--- src/rtl/bus_arbiter_rr.sv ---
// Three-port round-robin arbiter that shares the system bus between the CPU
// instruction port (A, read-only), the CPU data port (B) and the DMA port (C).
// Every bus transaction is registered. A watchdog aborts slave accesses that
// never return ready.
module bus_arbiter_rr #(
  parameter int unsigned TIMEOUT = 255,
  parameter int unsigned CNT_W   = 8
) (
  input  logic        i_clock,
  input  logic        i_reset_n,
  // system bus
  output logic        o_bus_rw,
  output logic        o_bus_request,
  input  logic        i_bus_ready,
  output logic [31:0] o_bus_address,
  input  logic [31:0] i_bus_rdata,
  output logic [31:0] o_bus_wdata,
  // port A (instruction fetch, read-only)
  input  logic        i_pa_request,
  output logic        o_pa_ready,
  input  logic [31:0] i_pa_address,
  output logic [31:0] o_pa_rdata,
  output logic        o_pa_busy,
  // port B (CPU data)
  input  logic        i_pb_rw,
  input  logic        i_pb_request,
  input  logic [31:0] i_pb_address,
  input  logic [31:0] i_pb_wdata,
  output logic        o_pb_ready,
  output logic [31:0] o_pb_rdata,
  output logic        o_pb_busy,
  // port C (DMA)
  input  logic        i_pc_rw,
  input  logic        i_pc_request,
  input  logic [31:0] i_pc_address,
  input  logic [31:0] i_pc_wdata,
  output logic        o_pc_ready,
  output logic [31:0] o_pc_rdata,
  output logic        o_pc_busy,
  // watchdog
  output logic        o_fault,
  output logic [31:0] o_fault_address
);

  localparam int unsigned NP = 3;
  localparam int unsigned DW = 32;
  localparam logic [CNT_W-1:0] CNT_MAX = {CNT_W{1'b1}};
  localparam logic [CNT_W-1:0] TO_LAST = CNT_W'(TIMEOUT - 1);
  localparam bit               TO_EN   = (TIMEOUT != 0);

  typedef enum logic [1:0] {S_IDLE, S_ISSUE, S_RESPOND} state_t;

  state_t          state_q, state_d;
  logic [NP-1:0]   last_grant_q, last_grant_d;
  logic [NP-1:0]   grant_q, grant_d;
  logic            mask_q, mask_d;
  logic [CNT_W-1:0] cnt_q, cnt_d;
  logic            bus_req_q, bus_req_d;
  logic            bus_rw_q, bus_rw_d;
  logic [DW-1:0]   bus_addr_q, bus_addr_d;
  logic [DW-1:0]   bus_wdata_q, bus_wdata_d;
  logic [NP-1:0]   ready_q, ready_d;
  logic [DW-1:0]   pa_rdata_q, pa_rdata_d;
  logic [DW-1:0]   pb_rdata_q, pb_rdata_d;
  logic [DW-1:0]   pc_rdata_q, pc_rdata_d;
  logic            fault_q, fault_d;
  logic [DW-1:0]   fault_addr_q, fault_addr_d;

  logic [NP-1:0]   elig_c;
  logic [NP-1:0]   pick_c;
  logic            timeout_hit_c;
  logic [DW-1:0]   rsp_data_c;

  // Eligible requesters (port served in the previous RESPOND is masked) and rotating-priority pick
  always_comb begin
    elig_c = {i_pc_request, i_pb_request, i_pa_request} & ~(mask_q ? last_grant_q : '0);
    pick_c = '0;
    unique case (last_grant_q)
      3'b001: begin
        if (elig_c[1])      pick_c = 3'b010;
        else if (elig_c[2]) pick_c = 3'b100;
        else if (elig_c[0]) pick_c = 3'b001;
      end
      3'b010: begin
        if (elig_c[2])      pick_c = 3'b100;
        else if (elig_c[0]) pick_c = 3'b001;
        else if (elig_c[1]) pick_c = 3'b010;
      end
      default: begin
        if (elig_c[0])      pick_c = 3'b001;
        else if (elig_c[1]) pick_c = 3'b010;
        else if (elig_c[2]) pick_c = 3'b100;
      end
    endcase
  end

  // Next-state and registered-output logic
  always_comb begin
    state_d      = state_q;
    last_grant_d = last_grant_q;
    grant_d      = grant_q;
    mask_d       = 1'b0;
    cnt_d        = cnt_q;
    bus_req_d    = bus_req_q;
    bus_rw_d     = bus_rw_q;
    bus_addr_d   = bus_addr_q;
    bus_wdata_d  = bus_wdata_q;
    ready_d      = '0;
    pa_rdata_d   = pa_rdata_q;
    pb_rdata_d   = pb_rdata_q;
    pc_rdata_d   = pc_rdata_q;
    fault_d      = 1'b0;
    fault_addr_d = fault_addr_q;
    timeout_hit_c = TO_EN && (cnt_q == TO_LAST);
    rsp_data_c    = i_bus_ready ? i_bus_rdata : '0;

    unique case (state_q)
      S_IDLE: begin
        if (|pick_c) begin
          grant_d      = pick_c;
          last_grant_d = pick_c;
          bus_req_d    = 1'b1;
          cnt_d        = '0;
          state_d      = S_ISSUE;
          if (pick_c[0]) begin
            bus_addr_d  = i_pa_address;
            bus_rw_d    = 1'b0;
            bus_wdata_d = '0;
          end else if (pick_c[1]) begin
            bus_addr_d  = i_pb_address;
            bus_rw_d    = i_pb_rw;
            bus_wdata_d = i_pb_wdata;
          end else begin
            bus_addr_d  = i_pc_address;
            bus_rw_d    = i_pc_rw;
            bus_wdata_d = i_pc_wdata;
          end
        end
      end
      S_ISSUE: begin
        // ready has priority over a coincident watchdog expiry
        if (i_bus_ready || timeout_hit_c) begin
          bus_req_d = 1'b0;
          ready_d   = grant_q;
          state_d   = S_RESPOND;
          if (grant_q[0]) pa_rdata_d = rsp_data_c;
          if (grant_q[1]) pb_rdata_d = rsp_data_c;
          if (grant_q[2]) pc_rdata_d = rsp_data_c;
          if (!i_bus_ready) begin
            fault_d      = 1'b1;
            fault_addr_d = bus_addr_q;
          end
        end else if (cnt_q != CNT_MAX) begin
          cnt_d = cnt_q + CNT_W'(1);
        end
      end
      S_RESPOND: begin
        grant_d = '0;
        mask_d  = 1'b1;
        state_d = S_IDLE;
      end
      default: state_d = S_IDLE;
    endcase
  end

  // State and output registers
  always_ff @(posedge i_clock or negedge i_reset_n) begin
    if (!i_reset_n) begin
      state_q      <= S_IDLE;
      last_grant_q <= 3'b100;
      grant_q      <= '0;
      mask_q       <= 1'b0;
      cnt_q        <= '0;
      bus_req_q    <= 1'b0;
      bus_rw_q     <= 1'b0;
      bus_addr_q   <= '0;
      bus_wdata_q  <= '0;
      ready_q      <= '0;
      pa_rdata_q   <= '0;
      pb_rdata_q   <= '0;
      pc_rdata_q   <= '0;
      fault_q      <= 1'b0;
      fault_addr_q <= '0;
    end else begin
      state_q      <= state_d;
      last_grant_q <= last_grant_d;
      grant_q      <= grant_d;
      mask_q       <= mask_d;
      cnt_q        <= cnt_d;
      bus_req_q    <= bus_req_d;
      bus_rw_q     <= bus_rw_d;
      bus_addr_q   <= bus_addr_d;
      bus_wdata_q  <= bus_wdata_d;
      ready_q      <= ready_d;
      pa_rdata_q   <= pa_rdata_d;
      pb_rdata_q   <= pb_rdata_d;
      pc_rdata_q   <= pc_rdata_d;
      fault_q      <= fault_d;
      fault_addr_q <= fault_addr_d;
    end
  end

  assign o_bus_request   = bus_req_q;
  assign o_bus_rw        = bus_rw_q;
  assign o_bus_address   = bus_addr_q;
  assign o_bus_wdata     = bus_wdata_q;
  assign o_pa_ready      = ready_q[0];
  assign o_pb_ready      = ready_q[1];
  assign o_pc_ready      = ready_q[2];
  assign o_pa_busy       = grant_q[0];
  assign o_pb_busy       = grant_q[1];
  assign o_pc_busy       = grant_q[2];
  assign o_pa_rdata      = pa_rdata_q;
  assign o_pb_rdata      = pb_rdata_q;
  assign o_pc_rdata      = pc_rdata_q;
  assign o_fault         = fault_q;
  assign o_fault_address = fault_addr_q;

endmodule

--- config.mk ---
export PLATFORM = sky130hd
export DESIGN_NAME = bus_arbiter_rr
export DESIGN_NICKNAME = d
export VERILOG_FILES = /design/src/rtl/bus_arbiter_rr.sv
export SDC_FILE = /design/constraint.sdc
export NUM_CORES = 1
export LEC_CHECK = 0
export BUFFER_PORTS_ARGS = -buffer_cell sky130_fd_sc_hd__buf_2
export CAP_MARGIN = 0
export CORE_MARGIN = 10
export CORE_UTILIZATION = 48
export DETAILED_ROUTE_END_ITERATION = 10
export PLACE_DENSITY = 0.85
export SYNTH_ARGS = -nofsm -noshare
export SYNTH_HDL_FRONTEND = slang
export SYNTH_SLANG_ARGS = --single-unit
--- constraint.sdc ---
create_clock -name i_clock -period 2.5 [get_ports i_clock]
set_clock_uncertainty 0.2 [all_clocks]
set_input_delay 0.25 -clock i_clock [delete_from_list [all_inputs] [get_ports i_clock]]
set_output_delay 0.25 -clock i_clock [all_outputs]
set_load 0.02 [all_outputs]
==> run_results.csv, run 1 <==
group,metric,value,unit
status,status,"completed",
critical_path,cp_data_arrival_time,2.55,ns
grt,grt_use_met3,9.61,%
grt,grt_pass1_wl,59.5,mm
die,die-height,160,um
finish,final_area,14500,um^2
finish,layout.cells.non_filler,1627,
routing,finalWirelength,38.4,mm
synth,synth_edf_count,0,
power_and_ir_drop,switchingPower,6.77,mW
timing,finalCriticalPeriod,2.37,ns
placed_design,gp_congestion,0.903,
timing,fin_crit_sh,94.7,%
power_and_ir_drop,p_comb_share,44.1,%
timing,max_slew_margin,61.1,%
routing,drt_iter0_drc,641,
grt,top_usage_layer,"met2",
timing,tns,0,ns
timing,worstMarginPinSlew,0.584,ns
die,coreArea,19400,um^2
grt,grt_max_degree,68,
clock_network,cts-root-buf,"clkbuf_16",
critical_path,crit_type,"reg2reg",
grt,antenna_found_initial,3,
grt,grt_pass1_vias,9964,
finish,final_nets,1546,
placed_design,io_buffers,400,
routing,first_pass_iters,5,
timing,setup_viol,0,
clock_network,cts_buffers,23,
min_path,hp-class,"in2reg",
synth,ys_seq_area_share,57.2,%
die,row_count,51,
die,initial_utilization,48.5,%
clock_network,cts.sinks,215,
synth,yosysTopAreaCellShare,56.9,%
critical_path,critPathRequiredTime,2.68,ns
routing,postRouteAntennaNets,0,
finish,drive_gt1_share,35.8,%
critical_path,worst_setup_path_start_kind,"flip-flop",
timing,fin_hold_ws,0.0175,ns
routing,drcViolationCount,0,
synth,syn_avg_cell_area,12.6,um^2
power_and_ir_drop,finalPower,16.4,mW
synth,yosysMostFrequentCell,"dfrtp_1",
die,die-area,25600,um^2
clock_network,cts_tree,"built",
die,ios,401,
finish,utilization,74.7,%
grt,grt-ovfl-total,0,
synth,synth_cell_types,47,
placed_design,placed_cells,1384,
timing,worst_slack,0.132,ns
synth,yosysTopAreaCell,"dfrtp_1",
clock_network,htree_levels,1,
clock_network,ctsResizeCount,0,
clock_network,clock_latency,0.50,ns
timing,hold_viol_final,0,
placed_design,pre_cts_ws,0.280,ns
finish,syn2layout_area_growth,54.0,%
timing,slew_violations,0,
power_and_ir_drop,p_per_area,1130,nW/um^2
clock_network,cts_buffer_depth,3,
timing,clock.fmax,422,MHz
power_and_ir_drop,p_int,9.59,mW
timing,rsz0062_at_grt,"false",
power_and_ir_drop,switching_share,41.4,%
synth,ys_seq_elements,215,
clock_network,path_clk_slew,0.06,ns
synth,ys.flop_type,"dfrtp_1",
synth,netlist_area,9410,um^2
critical_path,crit_fanout,11,
finish,fillers,1151,
synth,synth_commonest_cells,"dfrtp_1 (214), mux2_1 (87), nand2_1 (74)",
power_and_ir_drop,clockPowerShare,21.2,%
grt,grtUsageMet2,47.4,%
die,die_w,160,um
grt,grt_use_total,29.0,%
critical_path,end_kind,"flip-flop",
synth,yosys_warnings,0,
grt,use_met1,32.7,%
synth,synthesis.nets,951,
routing,wl_per_cell,23.6,um
placed_design,placed_area,11700,um^2
routing,vias,9010,
power_and_ir_drop,peakVddDrop,0.000629,V
power_and_ir_drop,p_leak,7.41,nW
job,max_cap_viol_count,0,
routing,routed_via_density,5.54,
synth,async_flop_share,100,%
synth,synthTopCellsByArea,"dfrtp_1 (57%), mux2_1 (10%), mux2i_1 (7.3%)",
placed_design,hpwl,22.7,mm
synth,syn_inst,749,
power_and_ir_drop,seq_power_share,34.7,%
## placed cells by master, fill, tap and decap left out, drive strengths merged, types with 36 or more instances in the layout
master and n:
and2 36, buf 425, dfrtp 214, dlygate4sd3 195
inv 42, mux2 96, mux2i 69, nand2 74
o21ai 39, o2bb2ai 38
## registers in the layout (all words and copies together) (netlist names), 2 cells and up
register and count:
cnt_q 8, grant_q 3, last_grant_q 3, o_bus_address 32, o_bus_wdata 32, o_fault_address 32
o_pa_rdata 32, o_pb_rdata 32, o_pc_rdata 32, ready_q 3, state_q 2
## cells by family after synthesis
kind of cell | Yosys count | share of synthesized area, %
mux | 165 | 18.8
fa+ha+maj | 2 | 0.266
simple gates | 141 | 7.24
flops | 215 | 57.2
xor+xnor | 1 | 0.0931
buf+inv | 91 | 5.53
compound gates | 134 | 10.8
## final cells by class
cell class / instances / area [um^2] / share of cell area [%]
Sequential cell: 215 / 5380 / 37.1
Timing Repair Buffer: 621 / 4320 / 29.8
Multi-Input combinational cell: 443 / 3530 / 24.3
Clock buffer: 29 / 648 / 4.47
Tap cell: 265 / 332 / 2.29
Inverter: 40 / 150 / 1.04
Clock inverter: 11 / 124 / 0.855
Antenna cell: 3 / 7.51 / 0.0518
## repair_timing
item                                   4_1_cts  5_1_grt
buffers inserted                             0        5
endpoints found under the hold margin      229        0
hold buffers                               195        0
setup endpoints to repair                    0        5
## path summary, 6_finish.rpt
kind / startpoint / to / slack, ns / cells past startpoint
setup / recovery: last_grant_q[2] / o_bus_wdata[12] / 0.13 / 6
hold / removal: i_bus_rdata[0] / o_pc_rdata[0] / 0.02 / 3
setup reg to reg: last_grant_q[2] / o_bus_wdata[12] / 0.13 / 6
hold reg to reg: o_fault_address[28] / o_fault_address[28] / 0.27 / 2
max in group asynchronous: i_reset_n / o_pa_rdata[26] / 1.29 / 3
min in group asynchronous: i_reset_n / o_pa_rdata[6] / 0.13 / 2
## metal layers
layer	wire length, um	up-vias
li1	-	3855
met4	2310	0
met5	0	-
met2	18200	636
met1	13800	4335
met3	4000	184
## critical path: stages (launching register included)
cell and delay (ns):
dfstp_2 0.57, nor3b_1 0.06, o22ai_1 0.20, and2_4 0.31, mux2i_1 0.23, dlygate4sd3_1 0.60, o2bb2ai_1 0.08
## power by group through the flow
stage | clock [mW] | sequential [mW] | combinational [mW]
finish | 3.47 | 5.68 | 7.21
global route | 3.69 | 5.80 | 7.61
CTS | 3.52 | 5.54 | 6.96
detailed placement | 0 | 5.58 | 6.69
global placement | 0 | 5.52 | 6.52
floorplan | 0 | 7.08 | 2.59
No activity file was read; power rests on OpenSTA's default activity.
==> run 2, diff against run 1 <==
- CORE_UTILIZATION: 48 -> 43
- PLACE_DENSITY: 0.85 -> 0.81
- clock period: 2.5 -> 2 ns (I/O delays scaled with it)
==> run 2 against run 1 <==
The run now ends with setup timing left. Clock power grew 25%. Maximum frequency increased by 9.1%. Critical path depth down 1. Combinational power rose by 83%. First-iteration DRC count up 52%. Sequential power increased by 29%. Count of clock-buffer cells in the layout increased by 3. Register-to-register slack got worse by 0.30 ns. Via count rose by 6.5%. Non-clock buffer count increased by 64. Core utilization is 2.3 points higher. Critical path type unchanged. Critical endpoint is now o_bus_address[8]. Largest cell class unchanged.
==> run_results.csv, run 2 (synthesized netlist as in run 1, its figures left out) <==
group,metric,value,unit
finish,drive_gt1_share,52.2,%
job,max_cap_viol_count,0,
critical_path,worst_path_max_delay_cell,"dfrtp_2",
timing,rsz0062_at_grt,"true",
power_and_ir_drop,p_int,14.6,mW
power_and_ir_drop,p_leak,8.16,nW
finish,final_area,16700,um^2
timing,setup_viol,140,
critical_path,cp_data_arrival_time,2.34,ns
die,ios,401,
finish,layout.cells.non_filler,1706,
clock_network,cts_tree,"built",
timing,worstMarginPinSlew,0.364,ns
clock_network,htree_levels,1,
critical_path,critPathRequiredTime,2.17,ns
critical_path,crit_fanout,10,
finish,final_common_cell,"buf_2",
routing,drcViolationCount,0,
placed_design,hpwl,23.0,mm
grt,grt_pass1_vias,10200,
placed_design,io_buffers,400,
clock_network,cts.sinks,215,
power_and_ir_drop,peakVddDrop,0.000723,V
timing,worst_slack,-0.170,ns
routing,drt_iter0_drc,974,
routing,finalWirelength,46.4,mm
die,die_w,168,um
grt,grt_pass1_wl,60.7,mm
die,die-area,28200,um^2
timing,fin_crit_sh,109,%
timing,hold_viol_final,0,
finish,utilization,77.0,%
grt,antenna_found_initial,4,
grt,grt_use_total,26.9,%
die,row_count,54,
clock_network,cts_buffer_depth,3,
die,initial_utilization,43.4,%
timing,max_slew_margin,75.5,%
grt,grt-ovfl-total,0,
critical_path,path_cells,"a221oi_4, and2_4, buf_12, mux2i_1, o221ai_2",
timing,tns,-6.63,ns
power_and_ir_drop,p_comb_share,53.1,%
routing,postRouteAntennaNets,0,
placed_design,gp_congestion,0.850,
clock_network,cts-root-buf,"clkbuf_16",
grt,grt_max_degree,68,
status,failed_checks,"setup timing",
power_and_ir_drop,switching_share,41.2,%
power_and_ir_drop,switchingPower,10.3,mW
power_and_ir_drop,clockPowerShare,17.4,%
clock_network,cts_buffers,23,
die,die-height,168,um
critical_path,max_stage_delay,0.46,ns
timing,slew_violations,0,
placed_design,placed_cells,1426,
critical_path,end_kind,"flip-flop",
placed_design,pre_cts_ws,-0.174,ns
finish,final_cell_mix,"buf_2 (399), dfrtp_1 (211), dlygate4sd3_1 (197), mux2_4 (87), nand2_1 (70)",
clock_network,clock_latency,0.51,ns
min_path,hp-class,"in2reg",
status,status,"finished with violations",
timing,clock.fmax,461,MHz
clock_network,path_clk_slew,0.06,ns
die,coreArea,21700,um^2
power_and_ir_drop,p_per_area,1490,nW/um^2
routing,first_pass_iters,5,
routing,routed_via_density,5.63,
routing,wl_per_cell,27.2,um
power_and_ir_drop,seq_power_share,29.5,%
timing,finalCriticalPeriod,2.17,ns
critical_path,worst_setup_path_start_kind,"flip-flop",
routing,vias,9598,
finish,final_nets,1612,
critical_path,r2r_slack,-0.17,ns
placed_design,placed_area,11900,um^2
critical_path,crit_type,"reg2reg",
finish,syn2layout_area_growth,77.4,%
run 2: cell types whose count changed in the layout (fill, tap and decap cells not counted), moves of 18 or more:
cell | previous run | this run
mux2_4 | 0 | 87
mux2_1 | 87 | 9
mux2i_1 | 69 | 36
o221ai_1 | 32 | 0
o2bb2ai_1 | 37 | 8
buf_4 | 13 | 40
o221ai_2 | 0 | 26
o2bb2ai_2 | 1 | 24
mux2i_2 | 0 | 18
run 2: metal layers:
layer	part of all wire, %	GRT usage, %	wire length [um]
met1	35	30.6	16400
met2	48	44.9	22200
met3	11	8.64	4990
met4	5.9	13.1	2720
met5	0.028	0	13
run 2: critical path, delay by kind of cell (launching register included):
kind,cells,cell delay (ns)
compound gates,2,0.50
simple gates,1,0.33
buf+inv,1,0.21
flops,1,0.46
mux,1,0.34
run 2: final timing paths:
path,from,end,depth (start not counted)
max in group asynchronous,i_reset_n,o_pc_rdata[25],3
worst max-delay path,last_grant_q[1],o_bus_address[8],5
min in group asynchronous,i_reset_n,o_pa_rdata[2],3
worst min register to register,o_fault_address[29],o_fault_address[29],2
worst min-delay path,i_pa_request,last_grant_q[2],5
worst max register to register,last_grant_q[1],o_bus_address[8],5
run 2: metrics by stage:
stage / power [mW] / hold WS (ns)
after detailed placement: 15.5 / -0.0807
after floorplan: 12.1 / -0.296
final: 24.9 / 0.0858
after CTS: 21.5 / 0.00379
after global placement: 15.3 / -0.0838
after global routing: 25.7 / 0.106
run 2: timing repair:
item / in CTS / in global routing
endpoints found under the setup margin: 157 / 175
pin swaps: 9 / 15
hold buffers: 198 / 0
endpoints found under the hold margin: 380 / 0
gates cloned: 9 / 12
buffers inserted: 14 / 7
resized for setup: 55 / 214
run 2: area by class of cell:
cell class	count	area [um^2]
flip-flops and latches	215	5390
repair buffers	685	5210
inverters	40	150
well taps	280	350
clock inverters	6	87.6
diodes	3	7.51
fillers	1136	5000
multi-input cells	445	4840
clock buffers	32	659
run 2: power by group through the flow:
stage,clock (mW),combinational [mW],sequential [mW]
after floorplan,0,3.25,8.85
after global placement,0,8.33,6.95
after detailed placement,0,8.53,7.01
after CTS,4.35,10.1,6.99
after global routing,4.53,13.7,7.47
final,4.33,13.2,7.33
